File: config.mk
export PLATFORM = sky130hd
export DESIGN_NAME = wb_arbiter
export DESIGN_NICKNAME = d
export VERILOG_FILES = /design/src/rtl/wb_arbiter.sv
export SDC_FILE = /design/constraint.sdc
export NUM_CORES = 1
export LEC_CHECK = 0
export ABC_AREA = 1
export CORE_ASPECT_RATIO = 0.8
export CORE_MARGIN = 3
export CORE_UTILIZATION = 52
export CTS_CLUSTER_SIZE = 40
export DETAILED_ROUTE_END_ITERATION = 12
export MAX_ROUTING_LAYER = met4
export PLACE_DENSITY = 0.85
export REMOVE_ABC_BUFFERS = 1
export SLEW_MARGIN = 5
export SYNTH_ARGS = -nofsm -noshare
export SYNTH_HDL_FRONTEND = slang
export SYNTH_SLANG_ARGS = --single-unit
File: constraint.sdc
create_clock -name clock -period 6.7 [get_ports clock]
set_clock_uncertainty 0.05 [all_clocks]
set_input_delay 0.67 -clock clock [delete_from_list [all_inputs] [get_ports clock]]
set_output_delay 0.67 -clock clock [all_outputs]
set_load 0.05 [all_outputs]
File: src/rtl/wb_arbiter.sv
// Writeback arbiter: merges ALU results and a 2-entry LSU result FIFO onto one register-file write port, with a pending-destination scoreboard.
// Latency: ALU result in N -> write in N+1; LSU accept in N -> earliest write in N+2 (+1 per cycle of ALU activity).
// Backpressure: lsu_ready and alu_stall come only from the registered FIFO count; the ALU always wins arbitration, even while stalled.
module wb_arbiter #(
    parameter int DW = 16,
    parameter int AW = 3
) (
    input  logic              clock,
    input  logic              reset,
    input  logic              alu_valid,
    input  logic [AW-1:0]     alu_waddr,
    input  logic [DW-1:0]     alu_data,
    output logic              alu_stall,
    input  logic              lsu_valid,
    output logic              lsu_ready,
    input  logic [AW-1:0]     lsu_waddr,
    input  logic [DW-1:0]     lsu_data,
    input  logic              issue_valid,
    input  logic [AW-1:0]     issue_waddr,
    output logic [2**AW-1:0]  busy,
    output logic              wen,
    output logic [AW-1:0]     waddr,
    output logic [DW-1:0]     win
);

    localparam int NR = 2**AW;

    // FIFO state: two {waddr, data} slots, 1-bit pointers, occupancy 0..2
    logic [AW-1:0] r_fifo_waddr [2];
    logic [DW-1:0] r_fifo_data  [2];
    logic          r_rd_ptr;
    logic          r_wr_ptr;
    logic [1:0]    r_count;

    logic [NR-1:0] r_busy;
    logic          r_wen;
    logic [AW-1:0] r_waddr;
    logic [DW-1:0] r_win;

    logic          w_push;
    logic          w_pop;
    logic          w_sel_vld;
    logic [AW-1:0] w_sel_waddr;
    logic [DW-1:0] w_sel_data;
    logic [AW-1:0] w_head_waddr;
    logic [DW-1:0] w_head_data;
    logic [1:0]    w_count_nxt;
    logic [NR-1:0] w_busy_nxt;

    // Flow-control flags depend on the registered count only, so the pop
    // decision can never feed back into lsu_ready within a cycle.
    assign lsu_ready    = (r_count != 2'd2);
    assign alu_stall    = (r_count == 2'd2);
    assign w_push       = lsu_valid && lsu_ready;
    assign w_head_waddr = r_fifo_waddr[r_rd_ptr];
    assign w_head_data  = r_fifo_data[r_rd_ptr];

    assign busy  = r_busy;
    assign wen   = r_wen;
    assign waddr = r_waddr;
    assign win   = r_win;

    // Arbitration: ALU first, else pop the FIFO head; no bypass from push to pop
    always_comb begin
        w_pop       = 1'b0;
        w_sel_vld   = 1'b0;
        w_sel_waddr = alu_waddr;
        w_sel_data  = alu_data;
        if (alu_valid) begin
            w_sel_vld = 1'b1;
        end else if (r_count != 2'd0) begin
            w_pop       = 1'b1;
            w_sel_vld   = 1'b1;
            w_sel_waddr = w_head_waddr;
            w_sel_data  = w_head_data;
        end
    end

    // Next occupancy: simultaneous push and pop leaves the count unchanged
    always_comb begin
        w_count_nxt = r_count;
        case ({w_push, w_pop})
            2'b10:   w_count_nxt = r_count + 2'd1;
            2'b01:   w_count_nxt = r_count - 2'd1;
            default: w_count_nxt = r_count;
        endcase
    end

    // Scoreboard update: clear on pop first so a same-cycle issue to that register wins
    always_comb begin
        w_busy_nxt = r_busy;
        if (w_pop) begin
            w_busy_nxt[w_head_waddr] = 1'b0;
        end
        if (issue_valid && (issue_waddr != '0)) begin
            w_busy_nxt[issue_waddr] = 1'b1;
        end
        w_busy_nxt[0] = 1'b0;
    end

    // FIFO control state and scoreboard, discarded wholesale on reset
    always_ff @(posedge clock) begin
        if (reset) begin
            r_rd_ptr <= 1'b0;
            r_wr_ptr <= 1'b0;
            r_count  <= 2'd0;
            r_busy   <= '0;
        end else begin
            if (w_push) begin
                r_wr_ptr <= ~r_wr_ptr;
            end
            if (w_pop) begin
                r_rd_ptr <= ~r_rd_ptr;
            end
            r_count <= w_count_nxt;
            r_busy  <= w_busy_nxt;
        end
    end

    // FIFO payload slots; contents are meaningless unless counted, so no reset
    always_ff @(posedge clock) begin
        if (w_push && !reset) begin
            r_fifo_waddr[r_wr_ptr] <= lsu_waddr;
            r_fifo_data[r_wr_ptr]  <= lsu_data;
        end
    end

    // Write-port register: r0 targets are consumed silently, idle cycles hold address/data
    always_ff @(posedge clock) begin
        if (reset) begin
            r_wen   <= 1'b0;
            r_waddr <= '0;
            r_win   <= '0;
        end else begin
            r_wen <= w_sel_vld && (w_sel_waddr != '0);
            if (w_sel_vld) begin
                r_waddr <= w_sel_waddr;
                r_win   <= w_sel_data;
            end
        end
    end

endmodule
# Word-level counts from Yosys, hierarchy flattened
# Memory sizes are Yosys's and may differ from the RTL's. A register that Yosys moved wholly into a read port is not among the register bits.
# Cells that the tools add are included.
totals:
  mem_count: 2
  ram_bits: 38
  out_inout_bits: 30
  ff_bits: 32
  inputBits: 46
memory_table:
  columns: ["name", "words", "word_bits", "rd", "rd_ports_with_merged_regs", "write_ports", "line", "rtl"]
  rows:
  - ["r_fifo_data", 2, 16, 1, 1, 1, "30", "logic [DW-1:0] r_fifo_data [2];"]
  - ["r_fifo_waddr", 2, 3, 1, 1, 1, "29", "logic [AW-1:0] r_fifo_waddr [2];"]
op_classes:
  muxes: 20
  n_addsub: 2
  eq_ne: 4
  order_cmp: 4
  n_bitwise: 5
  reduce_logical: 11
ops:
  columns: ["operator", "count"]
  rows:
  - ["2-to-1 mux 16 bit", 2]
  - ["2-to-1 mux 8 bit", 2]
  - ["2-to-1 mux 1 bit", 11]
  - ["AND 8 bit", 1]
  - ["less-than comparator 3 x 4 -> 1 bit, second input constant", 2]
  - ["NOT 8 bit", 1]
  - ["OR 8 bit", 1]
  - ["demux 1 bit (select 3 bit)", 2]
  - [">= comparator 3 x 1 -> 1 bit, second input constant", 2]
  - ["logical AND 1 bit", 6]
  - ["2-to-1 mux 3 bit", 2]
  - ["nonzero test 3 bit", 2]
  - ["== test 2 bit, second input constant", 2]
  - ["one-hot mux 2 bit (2 select lines)", 1]
  - ["nonzero test 2 bit", 2]
  - ["adder 2 x 1 -> 2 bit, second input constant", 1]
  - ["== test 2 x 1 -> 1 bit, second input constant", 1]
  - ["!= test 2 bit, second input constant", 1]
  - ["NOT 1 bit", 2]
  - ["subtractor 2 x 1 -> 2 bit, second input constant", 1]
  - ["logical NOT 1 bit", 1]

# Depth between registers and ports, before layout
logic_depth:
  depth_word: 9
  ltp_mapped: 10
  depth_no_buf: 10

# Worst setup path after synthesis
# OpenSTA, ideal clock, no wires.
synth_path:
  path_type: "register to register"
  from: "reg r_count[0]"
  to: "mem r_fifo_data[1][0], enable pin"
  path_buffers: 0
  slack_ps: 3567
  setup_ps: 419
  t_arrival_ps: 2664
  required_time_ps: 6231
  path_stages_with_launch: 5
  path_cell_list: "dfxtp_1 > nor2_1 > inv_1 > nand2_1 > nor3_1"
synth_via:
  elab_chain_len: 5
synth_rtl:
  columns: ["item", "line", "rtl"]
  rows:
  - ["start, declared", "33", "logic [1:0] r_count;"]
  - ["start signal, assigned", "115", "r_count <= w_count_nxt;"]
  - ["!= test 2 bit", "52", "assign lsu_ready = (r_count != 2'd2);"]
  - ["net lsu_ready", "15", "output logic lsu_ready,"]
  - ["logical AND 1 bit", "54", "assign w_push = lsu_valid && lsu_ready;"]
  - ["logical AND 1 bit", "122", "if (w_push && !reset) begin"]
  - ["2-to-1 mux 1 bit", "122", null]
  - ["2-to-1 mux 1 bit (not written as such)", "124", "r_fifo_data[r_wr_ptr] <= lsu_data;"]
  - ["end, declared", "30", null]
# The timed path passes the listed nets, and every way through them passes these cells.

# Worst setup path after layout
layout_path:
  from: "reg r_count[0]"
  to: "out lsu_ready"
layout_via:
  elab_chain_len: 1
layout_rtl:
  columns: ["item", "line"]
  rows:
  - ["!= test 2 bit", "52"]
  - ["end, declared", "15"]
# No other way between the ends.

==> summary.txt <==
GRT
  • First-pass GRT wire length: 11.2 mm
  • Initial antenna violation count: 0
  • Gr ovfl total: 0
  • Total track usage: 23.8%
  • Largest net degree at the start of global routing: 24
  • Vias in the first global route: 2466

Floorplan
  • Die width: 89.5 µm
  • I/O pin total: 76
  • Rows: 23
  • Die ar.: 6510 µm²
  • Die Y: 72.8 µm
  • Initial core utilization: 55.7%
  • CORE AREA: 5210 µm²

Pwr
  • Leakage power: 1.57 nW
  • Power Total: 1.32 mW
  • Power Dens Cells: 340 nW/µm²
  • Worst VDD drop: 0.199 mV

Route
  • WL final: 7.08 mm
  • Routed met1 length: 2.96 mm
  • First-pass iteration count of the detailed router: 5
  • Vias per Instance: 5.25
  • Vias: 2436
  • Metal3 WL: 575 µm
  • Avg WL per Cell: 15.3 µm
  • Detailed Route Iter0 Violations: 178
  • DRC Markers: 0
  • Post-route antenna net violation count: 0
  • Routed wire length on met2: 3.43 mm
  • Top layer in use: met4

Clock tree
  • CTS Sinks: 70
  • Post-CTS setup buffer count: 0
  • Clock transition at path regs: 70 ps
  • Skew-Pair Late Insertion Delay: 350 ps
  • CTS Buf Count: 9
  • Clock buffer depth: 2
  • Root buffer cell: clkbuf_8
  • CTS tree: built
  • CTS H-Tree Depth: 3
  • Post_cts resized: 0
  • Hold Buf Count CTS: 0

Yosys
  • Yosys cell types: 29
  • Post-synth EDFFs: 38
  • Sequential-to-total area share from yosys stat: 61.5%
  • FF+latch count, synth: 70
  • Post-synth ARST share: 0%
  • Primary FF master, synth: edfxtp_1
  • Mapped Cells: 309
  • Top-area cell type share of the netlist area: 39.4%
  • Top-count cell post-synth: nand2_1
  • Ranking of synthesized cells by area: edfxtp_1, dfxtp_1, nand2_1
  • Cell taking the most area after synthesis: edfxtp_1
  • Commonest cells in the netlist: nand2_1, edfxtp_1, dfxtp_1
  • Synth warn: 0
  • Mapped Area: 2900 µm²
  • Syn avg cell area: 9.38 µm²

Placed design
  • Detailed Place HPWL: 4.81 mm
  • Placement Cell Area: 3680 µm²
  • IO Port Bufs: 74
  • Final GP Congestion: 0.836
  • Setup WS pre-CTS: 3850 ps

Final layout
  • Layout cells sized above 1: 8.23%
  • Finished Cell Area: 3870 µm²
  • Core Util, Final: 74.2%
  • P&R area growth vs syn: 33.4%
  • Nets: 431
  • # diodes: 0

Critical path
  • Worst EP arrival: 1850 ps
  • Crit-path max cell delay: 800 ps
  • CP Data Required Time: 5980 ps
  • Critical-path cell list: nor2_1 > inv_1 > clkdlybuf4s50_1
  • Crit start category: flop
  • Crit Path Max Fanout: 6
  • CP endpoint kind: primary output
  • Crit Path Class: flop to primary output
  • Max stage delay cell, worst path: clkdlybuf4s50_1

STA
  • Setup tns final: 0 ps
  • Slew @ Worst Pin: 1050 ps
  • Final setup vio count: 0
  • Final Hold Vio Count: 0
  • Fmax achieved: 389 MHz
  • Fin crit period: 2570 ps
  • Slew Limit Fails: 0
  • Post-route clock period utilization: 38.3%
  • RSZ-0062 raised after global routing: no
  • Fin worst setup slack: 4130 ps
  • Worst rel slew slack: 30.1%

Outcome
  • Result of the run: finished clean

Hold path
  • Worst hold-check path type: flop to flop

Run
  • Max Cap Violations: 0
==> through the flow <==
stage | hold slack (ps) | std cells
floorplan | 382 | 298
global placement | 391 | 448
detailed placement | 400 | 448
CTS | 415 | 464
global route | 433 | 464
finish | 413 | 464
==> metal layers <==
metal,vias to the layer above,track usage (%)
met4,0,9.59
li1,1170,-
met1,1142,29.2
met3,17,6.88
met2,107,37.1
met5,-,-
==> area by class of cell <==
type / instances / area [µm²]
clock buffer: 10 / 128
clock inverter: 6 / 62.6
fill: 362 / 1340
inverter: 30 / 115
multi-input combinational: 198 / 937
sequential: 70 / 1780
tap: 75 / 93.8
timing repair buffer: 75 / 748
==> flip-flops by register name, summed over array words and instances, names as in the netlist, named ones only <==
name,cells
r_fifo_waddr,6
r_rd_ptr,1
r_count,2
busy,7
r_wr_ptr,1
win,16
r_fifo_data,32
wen,1
waddr,3
==> worst max-delay path: cells and delay by family (launching register included) <==
kind	cells	cell delay (ps)
buffers and inverters	2	900
DFF	1	510
and+or+nand+nor	1	110
==> power by group <==
part / switching [mW] / internal (mW)
Combinational: 0.287 / 0.143
Clock: 0.160 / 0.171
Sequential: 0.0463 / 0.510
==> path summary, 6_finish.rpt <==
path | slack (ps) | to | cells after the start | from
hold / removal | 410 | busy[5] | 2 | busy[5]
hold reg to reg | 410 | busy[5] | 2 | busy[5]
setup reg to reg | 4500 | busy[7] | 7 | flop
setup / recovery | 4130 | lsu_ready | 3 | r_count[0]
==> cell families after synthesis <==
group	synth area share, %
adders and majority gates	0.432
DFF	61.5
buffers and inverters	6.47
xor gates and xnor gates	0.302
other	0.129
and+or+nand+nor	23.1
AOI/OAI and AO/OA	8.07
==> cells in the final DEF (no fill, tap or decap) <==
cell type,instances
a31oi_1,2
o21ai_1,11
inv_4,1
clkinv_2,1
clkdlybuf4s50_1,74
or2_1,1
nor2_1,10
bufinv_16,1
nor3_2,1
nand4_1,7
nand3_1,17
clkbuf_1,1
clkinv_4,1
xor2_1,1
clkinv_1,1
conb_1,1
o21ai_2,1
or2_2,6
a21oi_1,17
clkinvlp_4,2
o211ai_1,6
buf_4,1
o21ai_0,4
nand2_4,1
a21o_1,1
dfxtp_1,32
nor2_2,1
nor2_4,2
edfxtp_1,38
ha_1,1
clkbuf_8,9
nor2_8,1
inv_2,3
nand2_1,106
inv_1,26
(Power assumes the default switching activity.)
